==> src/rtl/led_pattern_gen.sv <==
// LED pattern generator: tick-enable prescaler driving four selectable patterns
// (blink, chase, bounce, binary count) on a registered LED bank.
module led_pattern_gen #(
    parameter int unsigned LED_W   = 16,
    parameter int unsigned DIV_MAX = 149999999,
    parameter int unsigned CNT_W   = 28
) (
    input  logic             clk,
    input  logic             rst_n,
    input  logic             en,
    input  logic [1:0]       mode,
    input  logic [1:0]       speed,
    output logic [LED_W-1:0] led,
    output logic             tick
);

    typedef enum logic [1:0] {
        ModeBlink  = 2'd0,
        ModeChase  = 2'd1,
        ModeBounce = 2'd2,
        ModeCount  = 2'd3
    } mode_e;

    typedef enum logic {
        DirLeft  = 1'b0,
        DirRight = 1'b1
    } dir_e;

    localparam logic [CNT_W-1:0] DIV_VAL = CNT_W'(DIV_MAX);
    localparam logic [CNT_W-1:0] CNT_ONE = CNT_W'(1);
    localparam logic [LED_W-1:0] LED_ONE = LED_W'(1);

    logic [CNT_W-1:0] r_cnt;
    logic [LED_W-1:0] r_led;
    logic             r_tick;
    mode_e            r_mode;
    dir_e             r_dir;

    logic [CNT_W-1:0] w_cnt;
    logic [LED_W-1:0] w_led;
    logic             w_tick;
    mode_e            w_mode;
    dir_e             w_dir;

    mode_e            w_mode_in;
    logic [CNT_W-1:0] w_reload;
    logic             w_onehot;
    logic [LED_W-1:0] w_init;
    logic [LED_W-1:0] w_step;
    dir_e             w_step_dir;

    assign w_mode_in = mode_e'(mode);
    assign w_reload  = DIV_VAL >> speed;
    assign w_onehot  = (r_led != '0) && ((r_led & (r_led - LED_ONE)) == '0);

    always_comb begin
        w_init = '0;
        unique case (w_mode_in)
            ModeChase,
            ModeBounce: w_init = LED_ONE;
            default:    w_init = '0;
        endcase
    end

    // Next pattern value for the currently registered mode; a corrupted
    // (non one-hot) chase/bounce pattern recovers to a single lit LED.
    always_comb begin
        w_step     = r_led;
        w_step_dir = r_dir;
        unique case (r_mode)
            ModeBlink: begin
                w_step = ~r_led;
            end
            ModeChase: begin
                if (!w_onehot) begin
                    w_step = LED_ONE;
                end else begin
                    w_step = {r_led[LED_W-2:0], r_led[LED_W-1]};
                end
            end
            ModeBounce: begin
                if (!w_onehot) begin
                    w_step = LED_ONE;
                end else if (r_dir == DirLeft && r_led[LED_W-1]) begin
                    w_step_dir = DirRight;
                    w_step     = r_led >> 1;
                end else if (r_dir == DirRight && r_led[0]) begin
                    w_step_dir = DirLeft;
                    w_step     = r_led << 1;
                end else if (r_dir == DirLeft) begin
                    w_step = r_led << 1;
                end else begin
                    w_step = r_led >> 1;
                end
            end
            ModeCount: begin
                w_step = r_led + LED_ONE;
            end
            default: begin
                w_step = r_led;
            end
        endcase
    end

    // Mode load wins over pause and over a tick due on the same edge.
    always_comb begin
        w_cnt  = r_cnt;
        w_led  = r_led;
        w_dir  = r_dir;
        w_tick = 1'b0;
        w_mode = w_mode_in;
        if (w_mode_in != r_mode) begin
            w_led = w_init;
            w_dir = DirLeft;
            w_cnt = w_reload;
        end else if (en) begin
            if (r_cnt != '0) begin
                w_cnt = r_cnt - CNT_ONE;
            end else begin
                w_cnt  = w_reload;
                w_tick = 1'b1;
                w_led  = w_step;
                w_dir  = w_step_dir;
            end
        end
    end

    // Reset load uses DIV_MAX directly, independent of speed.
    always_ff @(posedge clk or negedge rst_n) begin
        if (!rst_n) begin
            r_cnt  <= DIV_VAL;
            r_led  <= '0;
            r_tick <= 1'b0;
            r_mode <= ModeBlink;
            r_dir  <= DirLeft;
        end else begin
            r_cnt  <= w_cnt;
            r_led  <= w_led;
            r_tick <= w_tick;
            r_mode <= w_mode;
            r_dir  <= w_dir;
        end
    end

    assign led  = r_led;
    assign tick = r_tick;

endmodule
==> config.mk <==
export PLATFORM = sky130hd
export DESIGN_NAME = led_pattern_gen
export DESIGN_NICKNAME = d
export VERILOG_FILES = /design/src/rtl/led_pattern_gen.sv
export SDC_FILE = /design/constraint.sdc
export NUM_CORES = 1
export LEC_CHECK = 0
export ABC_AREA = 1
export CAP_MARGIN = 20
export CELL_PAD_IN_SITES_DETAIL_PLACEMENT = 0
export CELL_PAD_IN_SITES_GLOBAL_PLACEMENT = 1
export CORE_ASPECT_RATIO = 0.75
export CORE_MARGIN = 2
export CORE_UTILIZATION = 45
export CTS_BUF_LIST = sky130_fd_sc_hd__clkbuf_8
export DETAILED_ROUTE_END_ITERATION = 12
export PLACE_DENSITY = 0.95
export REMOVE_ABC_BUFFERS = 1
export SKIP_CTS_REPAIR_TIMING = 1
export SLEW_MARGIN = 40
export SYNTH_ARGS = -nofsm -noshare
export SYNTH_HDL_FRONTEND = slang
export SYNTH_SLANG_ARGS = --single-unit
export TNS_END_PERCENT = 100
==> constraint.sdc <==
create_clock -name clk -period 2.7 [get_ports clk]
set_input_delay 0.54 -clock clk [delete_from_list [all_inputs] [get_ports clk]]
set_output_delay 0.54 -clock clk [all_outputs]
set_load 0.1 [all_outputs]
==> results_tabular.tex, run 1 <==
\begin{tabular}{lr}
\hline
Metric & Value \\
\hline
\multicolumn{2}{l}{\textbf{CTS}} \\
\quad Total number of H-tree levels & 2 \\
\quad CTS tree & yes \\
\quad Clock transition at path regs & 100 ps \\
\quad TritonCTS buffer count & 5 \\
\quad Number of sinks on the clock net & 48 \\
\quad CTS Root Buffer Type & clkbuf\_8 \\
\quad Clk Latency, worst-skew pair & 310 ps \\
\quad Maximum root-to-sink buffer count & 2 \\
\multicolumn{2}{l}{\textbf{Route}} \\
\quad Final WL & 12000 um \\
\quad Final routed DRC violation total & 1 \\
\quad Antenna Violating Nets Remaining & 0 \\
\quad Length of the first detailed-routing pass in iterations & 9 \\
\quad Average via count per standard cell & 5.80 \\
\quad Starting DRT DRC Count & 476 \\
\quad Average wire per cell in the routed design & 16.1 um \\
\quad Vias after detailed routing & 4318 \\
\multicolumn{2}{l}{\textbf{Pwr}} \\
\quad Worst IR drop on VDD & 0.275 mV \\
\quad Total chip power & 0.00186 W \\
\quad Leak Pwr & 2.11 nW \\
\quad Total power density per cell area & 423 nW/um\^{}2 \\
\multicolumn{2}{l}{\textbf{Timing}} \\
\quad Final setup TNS & 0 ps \\
\quad Setup violations, final & 0 \\
\quad Least-Margin Pin Slew & 675 ps \\
\quad Final Hold Fails & 0 \\
\quad Shortest clock period the worst path allows after layout & 2390 ps \\
\quad Smallest setup slack after layout & 314 ps \\
\quad Final worst path period share & 0.884 \\
\quad Clock Skews & 11.0 ps \\
\quad Slew Limit Headroom & 0.550 \\
\quad Maximum frequency from static timing analysis & 0.419 GHz \\
\quad RSZ-0062 raised after global routing & false \\
\quad Final worst hold slack & 238 ps \\
\quad Number of slew-limit violations in the final report & 0 \\
\multicolumn{2}{l}{\textbf{Global route}} \\
\quad Number of antenna violations at the first check in global routing & 0 \\
\quad Via count of the first global-routing pass & 3792 \\
\quad Final global-route overflow total & 0 \\
\quad Global-route met1 utilization & 0.405 \\
\quad GRT Overall Usage & 0.253 \\
\quad Met3 Usage GRT & 0.0466 \\
\quad Pin count of the biggest net entering global routing & 26 \\
\quad Global-route layer with the greatest usage & met1 \\
\quad Met2 demand-to-capacity share in global routing & 0.349 \\
\quad Wire length of the first global-routing pass & 19700 um \\
\multicolumn{2}{l}{\textbf{Logic synthesis}} \\
\quad Number of standard cells after synthesis & 615 \\
\quad Fraction of the yosys area taken by sequential cells & 0.303 \\
\quad Cell type with the highest aggregate area in the netlist & dfrtp\_1 \\
\quad Yosys warning total & 0 \\
\quad Syn\_area\_per\_cell & 6.54 sq um \\
\quad Mapped cell area & 4030 sq um \\
\quad \#FFs+latches synth & 48 \\
\quad Post-synthesis cell type count & 38 \\
\quad Area contributors post-synth & dfrtp\_1 (20\%), nand2\_1 (11\%), dfstp\_2 (10\%) \\
\quad Area share of the leading cell type in the synthesized netlist & 0.199 \\
\multicolumn{2}{l}{\textbf{Floorplanning}} \\
\quad Boundary Pins & 24 \\
\quad Vert. Die Dim & 85.9 um \\
\quad Std-Cell Core Area & 8560 sq um \\
\quad Die area & 9720 sq um \\
\quad Row cnt & 29 \\
\quad Die boundary width & 113 um \\
\quad Initial Utilization & 0.470 \\
\multicolumn{2}{l}{\textbf{Worst setup path}} \\
\quad Data arrival time at the worst-slack endpoint & 2620 ps \\
\quad Required arrival time at the worst endpoint & 2940 ps \\
\quad Maximum fanout along the worst path & 13 \\
\quad Critical-path cell with the highest stage delay & dfrtp\_1 \\
\quad Crit path capture type & register \\
\quad Startpoint kind of the worst setup timing path & register \\
\quad Critical path buffer and inverter count & 2 \\
\quad Category of the most critical setup path & register to register \\
\quad Ordered list of cells on the worst path & inv\_1 -> ha\_1 -> nand2\_2 -> nor2\_1 -> nor2\_1 -> a21oi\_1 -> nand2\_1 -> nor2\_2 -> nand2\_2 -> clkinv\_2 -> nand3\_1 -> nand3\_1 -> nand2\_1 -> o21ai\_0 \\
\quad Worst Reg-to-Reg Cells & 14 \\
\quad Kind of cell adding the most delay to the critical path & simple AND/OR/NAND/NOR gates \\
\quad WP depth & 14 \\
\quad Slowest Stage Delay on Critical Path & 500 ps \\
\multicolumn{2}{l}{\textbf{Placement}} \\
\quad Port bufs & 23 \\
\quad Detailed placer's ending HPWL & 8960 um \\
\quad Gp weighted congestion & 0.928 \\
\quad Place WS & 120 ps \\
\multicolumn{2}{l}{\textbf{Min path}} \\
\quad Type of the most critical hold path & input port to asynchronous set/reset pin \\
\multicolumn{2}{l}{\textbf{Finish}} \\
\quad Number of antenna repair diodes & 0 \\
\quad Fraction of final layout cells with drive strength greater than 1 & 0.126 \\
\quad Area delta synth->final & 9.11\% \\
\quad \# nets final & 655 \\
\quad Count of fill cells added during filler insertion & 889 \\
\quad Most common library cell in the layout ignoring fill and taps & nand2\_1 \\
\quad Commonest cells after routing, fill and taps aside & nand2\_1 (119), inv\_1 (86), nor2\_1 (78) \\
\multicolumn{2}{l}{\textbf{Job}} \\
\quad Max cap viols & 0 \\
\multicolumn{2}{l}{\textbf{Outcome}} \\
\quad Run status & finished with violations \\
\quad Violated checks & design-rule violations \\
\hline
\end{tabular}
==> synth_stat cells <==
master / number
o311ai_1: 1
o21bai_1: 1
o22ai_1: 13
o21ai_0: 43
nor3_1: 10
xnor2_1: 3
a31oi_1: 2
dfstp_2: 16
or2_2: 3
nor4_1: 1
nand4_1: 11
nor2_2: 8
o221ai_1: 3
a22oi_1: 1
nand3_2: 1
a21oi_1: 35
clkinv_2: 1
buf_6: 5
o211ai_1: 7
xor2_1: 14
nor3_4: 1
inv_1: 84
nand3_1: 59
buf_2: 5
nor2_4: 4
dfrtp_1: 32
ha_1: 12
and3_1: 1
nand2_1: 119
nand3b_1: 3
o21ai_1: 13
clkbuf_2: 1
o31ai_1: 2
nand2_2: 8
inv_2: 5
clkinv_1: 2
clkbuf_1: 7
nor2_1: 78
==> per-layer routing <==
| layer | part of all wire | up-vias |
|---|---|---|
| met1 | 0.48 | 2024 |
| li1 | - | 2054 |
| met2 | 0.40 | 227 |
| met3 | 0.11 | 13 |
| met5 | 0 | - |
| met4 | 0.0093 | 0 |
==> path summary, 6_finish.rpt <==
path | endpoint | from | slack (ps)
setup / recovery | led[12]$_DFFE_PN0P_ | led[1]$_DFFE_PN0P_ | 310
max in group asynchronous | r_cnt[20]$_DFFE_PN1P_ | rst_n | 1830
min in group clk | r_cnt[23]$_DFFE_PN1P_ | r_cnt[23]$_DFFE_PN1P_ | 520
hold / removal | r_cnt[10]$_DFFE_PN0P_ | rst_n | 240
setup reg to reg | led[12]$_DFFE_PN0P_ | led[1]$_DFFE_PN0P_ | 310
hold reg to reg | r_cnt[23]$_DFFE_PN1P_ | r_cnt[23]$_DFFE_PN1P_ | 520
==> final cells by class <==
cell class,instances,area [sq um],area share
well taps,108,135,0.0308
flip-flops and latches,48,1220,0.278
multi-input cells,457,2340,0.534
inverters,92,347,0.0789
clock buffers,5,68.8,0.0157
clock inverters,3,12.5,0.00285
repair buffers,32,263,0.0598
==> cells by family (layout without fill, tap and decap cells) <==
logic type      after synthesis  after routing  share of synthesized area
simple gates                307            307                      0.343
xor+xnor                     17             17                     0.0370
fa+ha+maj                    12             12                     0.0373
compound gates              121            121                      0.166
flops                        48             48                      0.303
buf+inv                     110            132                      0.114
==> power by group <==
group | leakage [nW] | switching [W] | internal, W
registers | 0.588 | 0.0000738 | 0.000808
logic | 1.47 | 0.000369 | 0.000165
clock network | 0.0505 | 0.000268 | 0.000176
==> registers in the layout (all words and copies together) (netlist names) <==
signal  flops
r_dir       1
r_mode      2
tick        1
led        16
r_cnt      28
==> per-stage QoR <==
stage / utilization / area, sq um / instances
3_3_place_gp: 0.503 / 4310 / 737
5_1_grt: 0.513 / 4390 / 745
4_1_cts: 0.513 / 4390 / 745
6_report: 0.513 / 4390 / 745
2_1_floorplan: - / 3910 / 597
3_5_place_dp: 0.503 / 4310 / 737
Note: power is estimated with default switching activity, not from simulation.
==> run 2: changes to the inputs <==
--- a/config.mk
+++ b/config.mk
@@ -11,10 +11,10 @@
 export CELL_PAD_IN_SITES_GLOBAL_PLACEMENT = 1
 export CORE_ASPECT_RATIO = 0.75
 export CORE_MARGIN = 2
-export CORE_UTILIZATION = 45
+export CORE_UTILIZATION = 40
 export CTS_BUF_LIST = sky130_fd_sc_hd__clkbuf_8
 export DETAILED_ROUTE_END_ITERATION = 12
-export PLACE_DENSITY = 0.95
+export PLACE_DENSITY = 0.87
 export REMOVE_ABC_BUFFERS = 1
 export SKIP_CTS_REPAIR_TIMING = 1
 export SLEW_MARGIN = 40
==> results_tabular.tex, run 2 (synthesis gave the netlist of run 1 again) <==
\begin{tabular}{lr}
\hline
Metric & Value \\
\hline
\multicolumn{2}{l}{\textbf{Placement}} \\
\quad Place WS & 216 ps (was 120 ps) \\
\quad Gp weighted congestion & 0.903 (was 0.928) \\
\quad Port bufs & 23 (unchanged) \\
\quad Detailed placer's ending HPWL & 9030 um (was 8960 um) \\
\multicolumn{2}{l}{\textbf{Worst setup path}} \\
\quad Ordered list of cells on the worst path & inv\_1 -> ha\_1 -> nand2\_2 -> nor2\_1 -> nor2\_1 -> a21oi\_1 -> nand2\_1 -> nor2\_2 -> nand2\_2 -> clkinv\_2 -> nand3\_1 -> nand3\_1 -> nand2\_1 -> o21ai\_0 (unchanged) \\
\quad Worst Reg-to-Reg Cells & 14 (unchanged) \\
\quad Register-to-Register Setup Slack & 370 ps (was 310 ps) \\
\quad Crit path capture type & register (unchanged) \\
\quad Reg2Reg Launch Point & led[1]\$\_DFFE\_PN0P\_ (unchanged) \\
\quad Slowest Stage Delay on Critical Path & 550 ps (was 500 ps) \\
\quad Category of the most critical setup path & register to register (unchanged) \\
\quad Data arrival time at the worst-slack endpoint & 2530 ps (was 2620 ps) \\
\quad Critical path buffer and inverter count & 2 (unchanged) \\
\quad Startpoint kind of the worst setup timing path & register (unchanged) \\
\quad Kind of cell adding the most delay to the critical path & simple AND/OR/NAND/NOR gates (unchanged) \\
\quad Required arrival time at the worst endpoint & 2900 ps (was 2940 ps) \\
\quad Destination of the worst register-to-register timing path & led[12]\$\_DFFE\_PN0P\_ (unchanged) \\
\quad Critical-path cell with the highest stage delay & dfrtp\_1 (unchanged) \\
\quad Maximum fanout along the worst path & 13 (unchanged) \\
\multicolumn{2}{l}{\textbf{Timing}} \\
\quad Final setup TNS & 0 ps (unchanged) \\
\quad RSZ-0062 raised after global routing & false (unchanged) \\
\quad Clock Skews & 11.6 ps (was 11.0 ps) \\
\quad Final worst path period share & 0.864 (was 0.884) \\
\quad Final Hold Fails & 0 (unchanged) \\
\quad Maximum frequency from static timing analysis & 0.429 GHz (was 0.419 GHz) \\
\quad Number of slew-limit violations in the final report & 0 (unchanged) \\
\quad Setup violations, final & 0 (unchanged) \\
\quad Final worst hold slack & 131 ps (was 238 ps) \\
\quad Slew Limit Headroom & 0.647 (was 0.550) \\
\quad Smallest setup slack after layout & 368 ps (was 314 ps) \\
\quad Shortest clock period the worst path allows after layout & 2330 ps (was 2390 ps) \\
\quad Least-Margin Pin Slew & 529 ps (was 675 ps) \\
\multicolumn{2}{l}{\textbf{Outcome}} \\
\quad Run status & completed (was finished with violations) \\
\multicolumn{2}{l}{\textbf{Route}} \\
\quad Length of the first detailed-routing pass in iterations & 5 (was 9) \\
\quad Average via count per standard cell & 5.38 (was 5.80) \\
\quad Final WL & 12100 um (was 12000 um) \\
\quad Starting DRT DRC Count & 352 (was 476) \\
\quad Average wire per cell in the routed design & 15.6 um (was 16.1 um) \\
\quad Final routed DRC violation total & 0 (was 1) \\
\quad Antenna Violating Nets Remaining & 0 (unchanged) \\
\quad Vias after detailed routing & 4158 (was 4318) \\
\multicolumn{2}{l}{\textbf{Finish}} \\
\quad \# nets final & 659 (was 655) \\
\quad Fraction of final layout cells with drive strength greater than 1 & 0.133 (was 0.126) \\
\quad Register with the most flip-flops & r\_cnt (unchanged) \\
\quad Number of antenna repair diodes & 0 (unchanged) \\
\quad Flip-flop count of the largest register, all copies and words added & 28 (unchanged) \\
\quad Area delta synth->final & 10.9\% (was 9.11\%) \\
\quad Most common library cell in the layout ignoring fill and taps & nand2\_1 (unchanged) \\
\quad Post-layout util & 0.459 (was 0.513) \\
\quad Commonest cells after routing, fill and taps aside & nand2\_1 (119), inv\_1 (85), nor2\_1 (78) (was nand2\_1 (119), inv\_1 (86), nor2\_1 (78)) \\
\quad Combined flip-flop and latch cell area & 1220 sq um (unchanged) \\
\quad Count of fill cells added during filler insertion & 991 (was 889) \\
\quad Area of the multi-input gates & 2340 sq um (unchanged) \\
\multicolumn{2}{l}{\textbf{Global route}} \\
\quad Number of antenna violations at the first check in global routing & 0 (unchanged) \\
\quad Via count of the first global-routing pass & 3839 (was 3792) \\
\quad Pin count of the biggest net entering global routing & 22 (was 26) \\
\quad GRT Overall Usage & 0.233 (was 0.253) \\
\quad Wire length of the first global-routing pass & 20200 um (was 19700 um) \\
\quad Final global-route overflow total & 0 (unchanged) \\
\multicolumn{2}{l}{\textbf{Job}} \\
\quad Max cap viols & 0 (unchanged) \\
\multicolumn{2}{l}{\textbf{Pwr}} \\
\quad Power share of the sequential group & 0.450 (was 0.474) \\
\quad Combinational group share of total power & 0.273 (was 0.287) \\
\quad Fraction of power spent switching nets & 0.365 (was 0.382) \\
\quad Total power density per cell area & 440 nW/um\^{}2 (was 423 nW/um\^{}2) \\
\quad Worst IR drop on VDD & 0.306 mV (was 0.275 mV) \\
\quad Fraction of power consumed by the clock network & 0.277 (was 0.239) \\
\quad Internal Power & 0.00125 W (was 0.00115 W) \\
\quad Leak Pwr & 2.13 nW (was 2.11 nW) \\
\quad Net Sw Power & 0.000718 W (was 0.000711 W) \\
\multicolumn{2}{l}{\textbf{Floorplanning}} \\
\quad Die boundary width & 120 um (was 113 um) \\
\quad Vert. Die Dim & 90.9 um (was 85.9 um) \\
\quad Initial Utilization & 0.413 (was 0.470) \\
\quad Die area & 10900 sq um (was 9720 sq um) \\
\quad Std-Cell Core Area & 9740 sq um (was 8560 sq um) \\
\quad Boundary Pins & 24 (unchanged) \\
\quad Row cnt & 31 (was 29) \\
\multicolumn{2}{l}{\textbf{CTS}} \\
\quad TritonCTS buffer count & 5 (unchanged) \\
\quad Maximum root-to-sink buffer count & 2 (unchanged) \\
\quad Clock transition at path regs & 100 ps (about the same) \\
\quad CTS tree & yes (unchanged) \\
\quad Clk Latency, worst-skew pair & 320 ps (was 310 ps) \\
\quad Number of sinks on the clock net & 48 (unchanged) \\
\quad Total number of H-tree levels & 2 (unchanged) \\
\quad CTS Root Buffer Type & clkbuf\_8 (unchanged) \\
\multicolumn{2}{l}{\textbf{Min path}} \\
\quad Type of the most critical hold path & input port to asynchronous set/reset pin (unchanged) \\
\hline
\end{tabular}
run 2: changes by cell type in the layout (fill, tap and decap cells not counted), sizes merged:
cell / previous run / this run
buf: 27 / 31
bufinv: 0 / 1
inv: 91 / 90
run 2: how the worst max path moves through the flow:
| stage | slack [ps] | startpoint | cells after the start | end |
|---|---|---|---|---|
| finish | 370 | led[1]$_DFFE_PN0P_ | 14 | led[12]$_DFFE_PN0P_ |
| CTS | 400 | led[1]$_DFFE_PN0P_ | 12 | led[12]$_DFFE_PN0P_ |
| global placement | 270 | mode[0] | 10 | r_cnt[9]$_DFFE_PN0P_ |
| global route | 100 | led[1]$_DFFE_PN0P_ | 16 | led[1]$_DFFE_PN0P_ |
| floorplan | 50 | led[1]$_DFFE_PN0P_ | 14 | led[14]$_DFFE_PN0P_ |
| detailed placement | 220 | mode[1] | 10 | r_cnt[9]$_DFFE_PN0P_ |
run 2: power groups by stage:
stage | clock (W) | sequential (W) | combinational [W]
after detailed placement | 0 | 0.000893 | 0.000526
after global routing | 0.000584 | 0.000895 | 0.000602
after CTS | 0.000553 | 0.000881 | 0.000528
final | 0.000545 | 0.000884 | 0.000536
after global placement | 0 | 0.000892 | 0.000524
after floorplan | 0 | 0.000897 | 0.000338
run 2: cell type report:
cell class | instances | share of cell area
Tap cell | 132 | 0.0370
Sequential cell | 48 | 0.273
Clock inverter | 3 | 0.00869
Clock buffer | 5 | 0.0154
Timing Repair Buffer | 36 | 0.0628
Inverter | 92 | 0.0776
Multi-Input combinational cell | 457 | 0.525
run 2: metrics by stage:
stage,total power (W),std cells,area [sq um]
after floorplan,0.00124,597,3910
after global placement,0.00142,765,4360
after detailed placement,0.00142,765,4360
after CTS,0.00196,773,4470
after global routing,0.00208,773,4470
final,0.00197,773,4470
run 2: routing by layer:
layer	GRT usage	vias up	share of wire	wire, um
met1	0.379	1931	0.52	6290
met5	0	-	0	0
met4	0.0549	0	0.010	125
met2	0.315	153	0.39	4680
met3	0.0341	11	0.082	989
li1	-	2063	-	-
==> run 3: changes to the inputs <==
--- a/config.mk
+++ b/config.mk
@@ -17,7 +17,7 @@
 export PLACE_DENSITY = 0.87
 export REMOVE_ABC_BUFFERS = 1
 export SKIP_CTS_REPAIR_TIMING = 1
-export SLEW_MARGIN = 40
+export SLEW_MARGIN = 15
 export SYNTH_ARGS = -nofsm -noshare
 export SYNTH_HDL_FRONTEND = slang
 export SYNTH_SLANG_ARGS = --single-unit
==> results of run 3 <==
The final DEF is identical to that of run 2; final timing and power are the same.
==> RTL edit 1, RTL diff (config.mk and constraints of run 3) <==
Change the parameter `CNT_W` from 28 to 32.
--- a/src/rtl/led_pattern_gen.sv
+++ b/src/rtl/led_pattern_gen.sv
@@ -5,3 +5,3 @@
     parameter int unsigned DIV_MAX = 149999999,
-    parameter int unsigned CNT_W   = 28
+    parameter int unsigned CNT_W   = 32
 ) (
Function: same outputs for any inputs over 10 cycles, from zero or initial values and one cycle with rst_n low; that may be too few to reach the edited logic, so the function may still have changed.
==> RTL edit 1 against run 3 <==
Die area increased by 4.3%; area after synthesis increased by 4.5%; global-route usage about the same; final area increased by 3.1%; highest routed layer unchanged; total power decreased by 4.0%; worst setup slack improved by 0.044 ns; wire length increased by 2.2%; sequential cell count increased by 4.
==> RTL edit 1: results (changes against run 3) <==
[synth]
synth.area.top_cells = dfrtp_1 21%, nand2_1 15%, dfstp_2 10%
synth_edf_count = 0  ; unchanged
synth-async-reset-ratio = 1.00  ; unchanged
synthCells = 633  ; +2.9%
ys_seq_area_frac = 0.314  ; +0.0107
yosysWarnings = 0  ; unchanged
synth.top_cells.by_count = 166 x nand2_1, 68 x nor2_1, 60 x inv_1
ys_types = 35  ; -7.9%
synthAdderAreaFrac = 0.0357  ; -0.00161
synth_ff_type = dfrtp_1
synth_compound_area_frac = 0.153  ; -0.0131
synth_xor_area_frac = 0.0396  ; +0.00257

[placement]
gp_congestion = 0.944  ; +4.5%
dp.cells = 783  ; +2.4%
portBuffers = 23  ; unchanged
place_area_sq_mm = 0.00452  ; +3.7%
hpwl_microns = 9310  ; +3.1%
place_ws_ns = 0.307  ; +0.0911 ns

[critical_path]
crit_fanout = 5  ; -8
reg2regPathDepth = 11  ; -3
critPathSlowestCell = dfstp_2
cp_slowest_stage_delay_ns = 0.39  ; -0.16 ns
critPathArrivalTime_ns = 2.50  ; -0.03 ns

[layout]
nNetsFinal = 673  ; +2.1%
top_register = r_cnt
largest_reg_flops = 32  ; +14%
drive_gt1_frac = 0.145  ; +0.0124
fillers = 1096  ; +11%
num_antenna_cells = 0  ; unchanged
synthToLayoutAreaGrowth_pct = 9.43

[min_path]
hold_class = in2async

[grt]
grt_pass1_wl_microns = 20900  ; +3.1%
grt.total_usage = 0.233  ; about the same
grt_max_degree = 53  ; +140%
grt_pass1_vias = 4042  ; +5.3%

[run_status]
status = finished clean

[clock_tree]
htreeDepth = 2  ; unchanged
cts_made_buffers = 5  ; unchanged

[power]
p_leak_nw = 2.11  ; -0.93%
vdd_drop_max_mv = 0.293  ; -4.3%
intPower_mw = 1.19  ; -4.4%

[routing]
vias = 4305  ; +3.5%
dr_wl_met3_microns = 1070  ; +7.8%
drtIter0Drc = 480  ; +36%
met2RoutedLength_microns = 4990  ; +6.7%
first_pass_iters = 5  ; unchanged
wire_per_inst_microns = 15.6  ; -0.15%
drt-met1-wl_microns = 6160  ; -2.2%
viasPerCell = 5.44  ; +1.2%

[timing]
clock-skew-final_ns = 0.00722  ; -0.00441 ns
tightest_slew_ns = 0.526  ; -0.00286 ns

## RTL edit 1: worst max-delay path: cells and delay by family, from the launching register on
kind	cells	cell delay (ns)
AND/OR/NAND/NOR	7	1.31
flip-flops	1	0.39
adder cells (fa/ha/maj)	1	0.20
AO/OA/AOI/OAI	2	0.19
buffers and inverters	1	0.09
## RTL edit 1: area by class of cell
cell class,instances,share of cell area
multi-input cells,487,0.538
clock inverters,3,0.00353
repair buffers,32,0.0571
clock buffers,5,0.0149
inverters,76,0.0622
well taps,136,0.0370
flip-flops and latches,52,0.287
## RTL edit 1: power groups by stage
stage               Clock, mW  Sequential, mW  Combinational [mW]
floorplan                   0           0.944               0.309
global placement            0           0.941               0.482
detailed placement          0           0.942               0.487
CTS                     0.471           0.928               0.489
global route            0.508           0.940               0.553
finish                  0.460           0.932               0.496
## RTL edit 1: cell families (layout without fill, tap and decap cells)
group	count (synthesis)	in the layout
AO/OA/AOI/OAI	117	117
XOR/XNOR	19	19
adder cells (fa/ha/maj)	12	12
buffers and inverters	94	116
flip-flops	52	52
AND/OR/NAND/NOR	339	339
## RTL edit 1: final timing paths
kind | start | slack, ns | to
max | r_cnt[0] | 0.41 | r_cnt[26]
min | rst_n | 0.20 | r_cnt[7]
max reg2reg | r_cnt[0] | 0.41 | r_cnt[26]
min reg2reg | r_cnt[14] | 0.50 | r_cnt[14]
max in group asynchronous | rst_n | 2.21 | r_cnt[4]
min in group clk | r_cnt[14] | 0.50 | r_cnt[14]
## RTL edit 1: routing by layer
metal | vias up | GRT usage
met5 | - | 0
met4 | 0 | 0.0575
met1 | 1997 | 0.371
li1 | 2111 | -
met2 | 184 | 0.319
met3 | 13 | 0.0413
==> RTL edit 2, RTL diff (settings of run 3) <==
Made on the original files. Remove the register `r_tick`: a continuous assignment takes its place, so the output `tick` follows one clock earlier.
--- a/src/rtl/led_pattern_gen.sv
+++ b/src/rtl/led_pattern_gen.sv
@@ -132,3 +132,2 @@
             r_led  <= '0;
-            r_tick <= 1'b0;
             r_mode <= ModeBlink;
@@ -138,3 +137,2 @@
             r_led  <= w_led;
-            r_tick <= w_tick;
             r_mode <= w_mode;
@@ -144,2 +142,4 @@
 
+    assign r_tick = w_tick;
+
     assign led  = r_led;
Check against the original RTL: no difference found for any inputs over 10 cycles, from zero or initial values and one cycle with rst_n low; that may be too few to reach the edited logic, so the function may still have changed.
==> RTL edit 2 against run 3 <==
Area after synthesis shrank 0.62%; sequential cell count shrank 1; worst setup slack lost 0.23 ns; largest power group unchanged; highest routed layer unchanged; final area grew 0.11%; clock skew shrank 0.0024 ns; total power grew 0.37%; wire length is essentially flat; register-to-register slack lost 0.04 ns; largest cell class unchanged; sequential share of layout area shrank 0.59 points; first-iteration DRC count shrank 5.7%.
==> RTL edit 2: results (changes against run 3) <==
[power]
p_leak_nw = 2.12  ; -0.77%
vdd_drop_max_mv = 0.330  ; +7.6%
p_sw_frac = 0.361  ; -0.00455

[routing]
first_pass_iters = 5  ; unchanged
wire_per_inst_microns = 15.7  ; +0.41%
wl_microns = 12100  ; about the same
drtIter0Drc = 332  ; -5.7%
viasPerCell = 5.47  ; +1.7%

[timing]
slew_viol_final = 0  ; unchanged
tightest_slew_ns = 0.636  ; +0.107 ns
clock-skew-final_ns = 0.00918  ; -0.00244 ns

[run_status]
status = finished clean

[grt]
grt.total_usage = 0.229  ; -0.00443
gr-total-overflow = 0  ; unchanged
grt_max_degree = 23  ; +4.5%
grt_pass1_vias = 3940  ; +2.6%
grt_pass1_wl_microns = 20200  ; -0.31%
antenna_found_initial = 0  ; unchanged

[synth]
yosysWarnings = 0  ; unchanged
ys_seq_area_frac = 0.299  ; -0.00436
ys_types = 38  ; unchanged
synth.area.top_cells = dfrtp_1 19%, nand2_1 11%, dfstp_2 11%
synth_ff_type = dfrtp_1
synth-async-reset-ratio = 1.00  ; unchanged
synth.top_cells.by_count = 119 x nand2_1, 84 x inv_1, 78 x nor2_1
synthCells = 614  ; -0.16%

[critical_path]
reg2reg_from = led[1]
reg2regPathDepth = 12  ; -2
worst-r2r-setup-slack_ns = 0.33  ; -0.04 ns
r2r_end = led[12]
critPathArrivalTime_ns = 2.03  ; -0.50 ns
crit_fanout = 5  ; -8

[clock_tree]
clock_latency_ns = 0.31
cts_made_buffers = 5  ; unchanged
cts_max_path_buffers = 2  ; unchanged
clk_pin_slew_ns = 0.10  ; about the same
cts-root-buf = clkbuf_8
htreeDepth = 2  ; unchanged

[placement]
gp_congestion = 0.947  ; +4.9%
hpwl_microns = 9100  ; +0.80%
place_ws_ns = 0.125  ; -0.0911 ns
dp.cells = 762  ; -0.39%
place_area_sq_mm = 0.00434  ; -0.34%
portBuffers = 23  ; unchanged

[layout]
fillers = 1050  ; +6.0%
top_register = r_cnt
num_antenna_cells = 0  ; unchanged
nNetsFinal = 656  ; -0.46%
drive_gt1_frac = 0.138  ; +0.00533
largest_reg_flops = 28  ; unchanged

[min_path]
hold_class = in2async

==> RTL edit 2: changes by cell type after synthesis, sizes merged <==
| cell | run 3 | this run |
|---|---|---|
| dfrtp | 32 | 31 |
==> RTL edit 2: power by group through the flow <==
| stage | Combinational (mW) | Sequential (mW) | Clock [mW] |
|---|---|---|---|
| 2_1_floorplan | 0.338 | 0.882 | 0 |
| 3_3_place_gp | 0.513 | 0.876 | 0 |
| 3_5_place_dp | 0.524 | 0.878 | 0 |
| 4_1_cts | 0.527 | 0.866 | 0.583 |
| 5_1_grt | 0.596 | 0.880 | 0.605 |
| 6_report | 0.537 | 0.870 | 0.565 |
==> RTL edit 2: how the worst max path moves through the flow <==
| stage | from | end | slack (ns) | depth (start not counted) |
|---|---|---|---|---|
| 2_1_floorplan | r_cnt[13] | led[15] | -0.41 | 11 |
| 6_report | r_cnt[24] | tick | 0.13 | 7 |
| 3_5_place_dp | mode[0] | r_cnt[9] | 0.13 | 9 |
| 4_1_cts | r_cnt[18] | tick | 0.08 | 9 |
| 3_3_place_gp | mode[0] | r_cnt[9] | 0.15 | 9 |
| 5_1_grt | r_cnt[24] | tick | 0.05 | 7 |
==> RTL edit 2: logic make-up (layout without fill, tap and decap cells) <==
kind of cell,Yosys count,in the layout,share of synthesized area
xor+xnor,17,17,0.0372
flops,47,47,0.299
simple gates,307,307,0.345
fa+ha+maj,12,12,0.0375
buf+inv,110,134,0.115
compound gates,121,121,0.167
==> RTL edit 2: final cells by class <==
class	instances	area, sq um	area share
Clock inverter	2	35.0	0.00784
Multi-Input combinational cell	457	2350	0.527
Sequential cell	47	1200	0.268
Timing Repair Buffer	34	290	0.0649
Inverter	92	347	0.0775
Tap cell	132	165	0.0369
Clock buffer	6	82.6	0.0185
==> RTL edit 2: per-stage QoR <==
step	utilization	hold WS, ns	power (mW)
2_1_floorplan	-	0.244	1.22
3_3_place_gp	0.448	0.467	1.39
3_5_place_dp	0.448	0.485	1.40
4_1_cts	0.460	0.139	1.98
5_1_grt	0.461	0.142	2.08
6_report	0.461	0.130	1.97
==> RTL edit 2: layer usage <==
metal  global-route usage  part of all wire  vias to the layer above
li1                     -                 -                     2054
met1                0.367              0.51                     1996
met2                0.321              0.40                      152
met3               0.0316             0.073                       12
met4               0.0480            0.0094                        0
met5                    0                 0                        -
==> RTL edit 2: worst max-delay path, stage by stage (launching register included) <==
cell and delay [ns]:
dfrtp_1 0.46, nor2_1 0.34, nand2_1 0.12, nor3_1 0.21, nand3_1 0.13, nor2_2 0.15, buf_12 0.14, buf_12 0.17
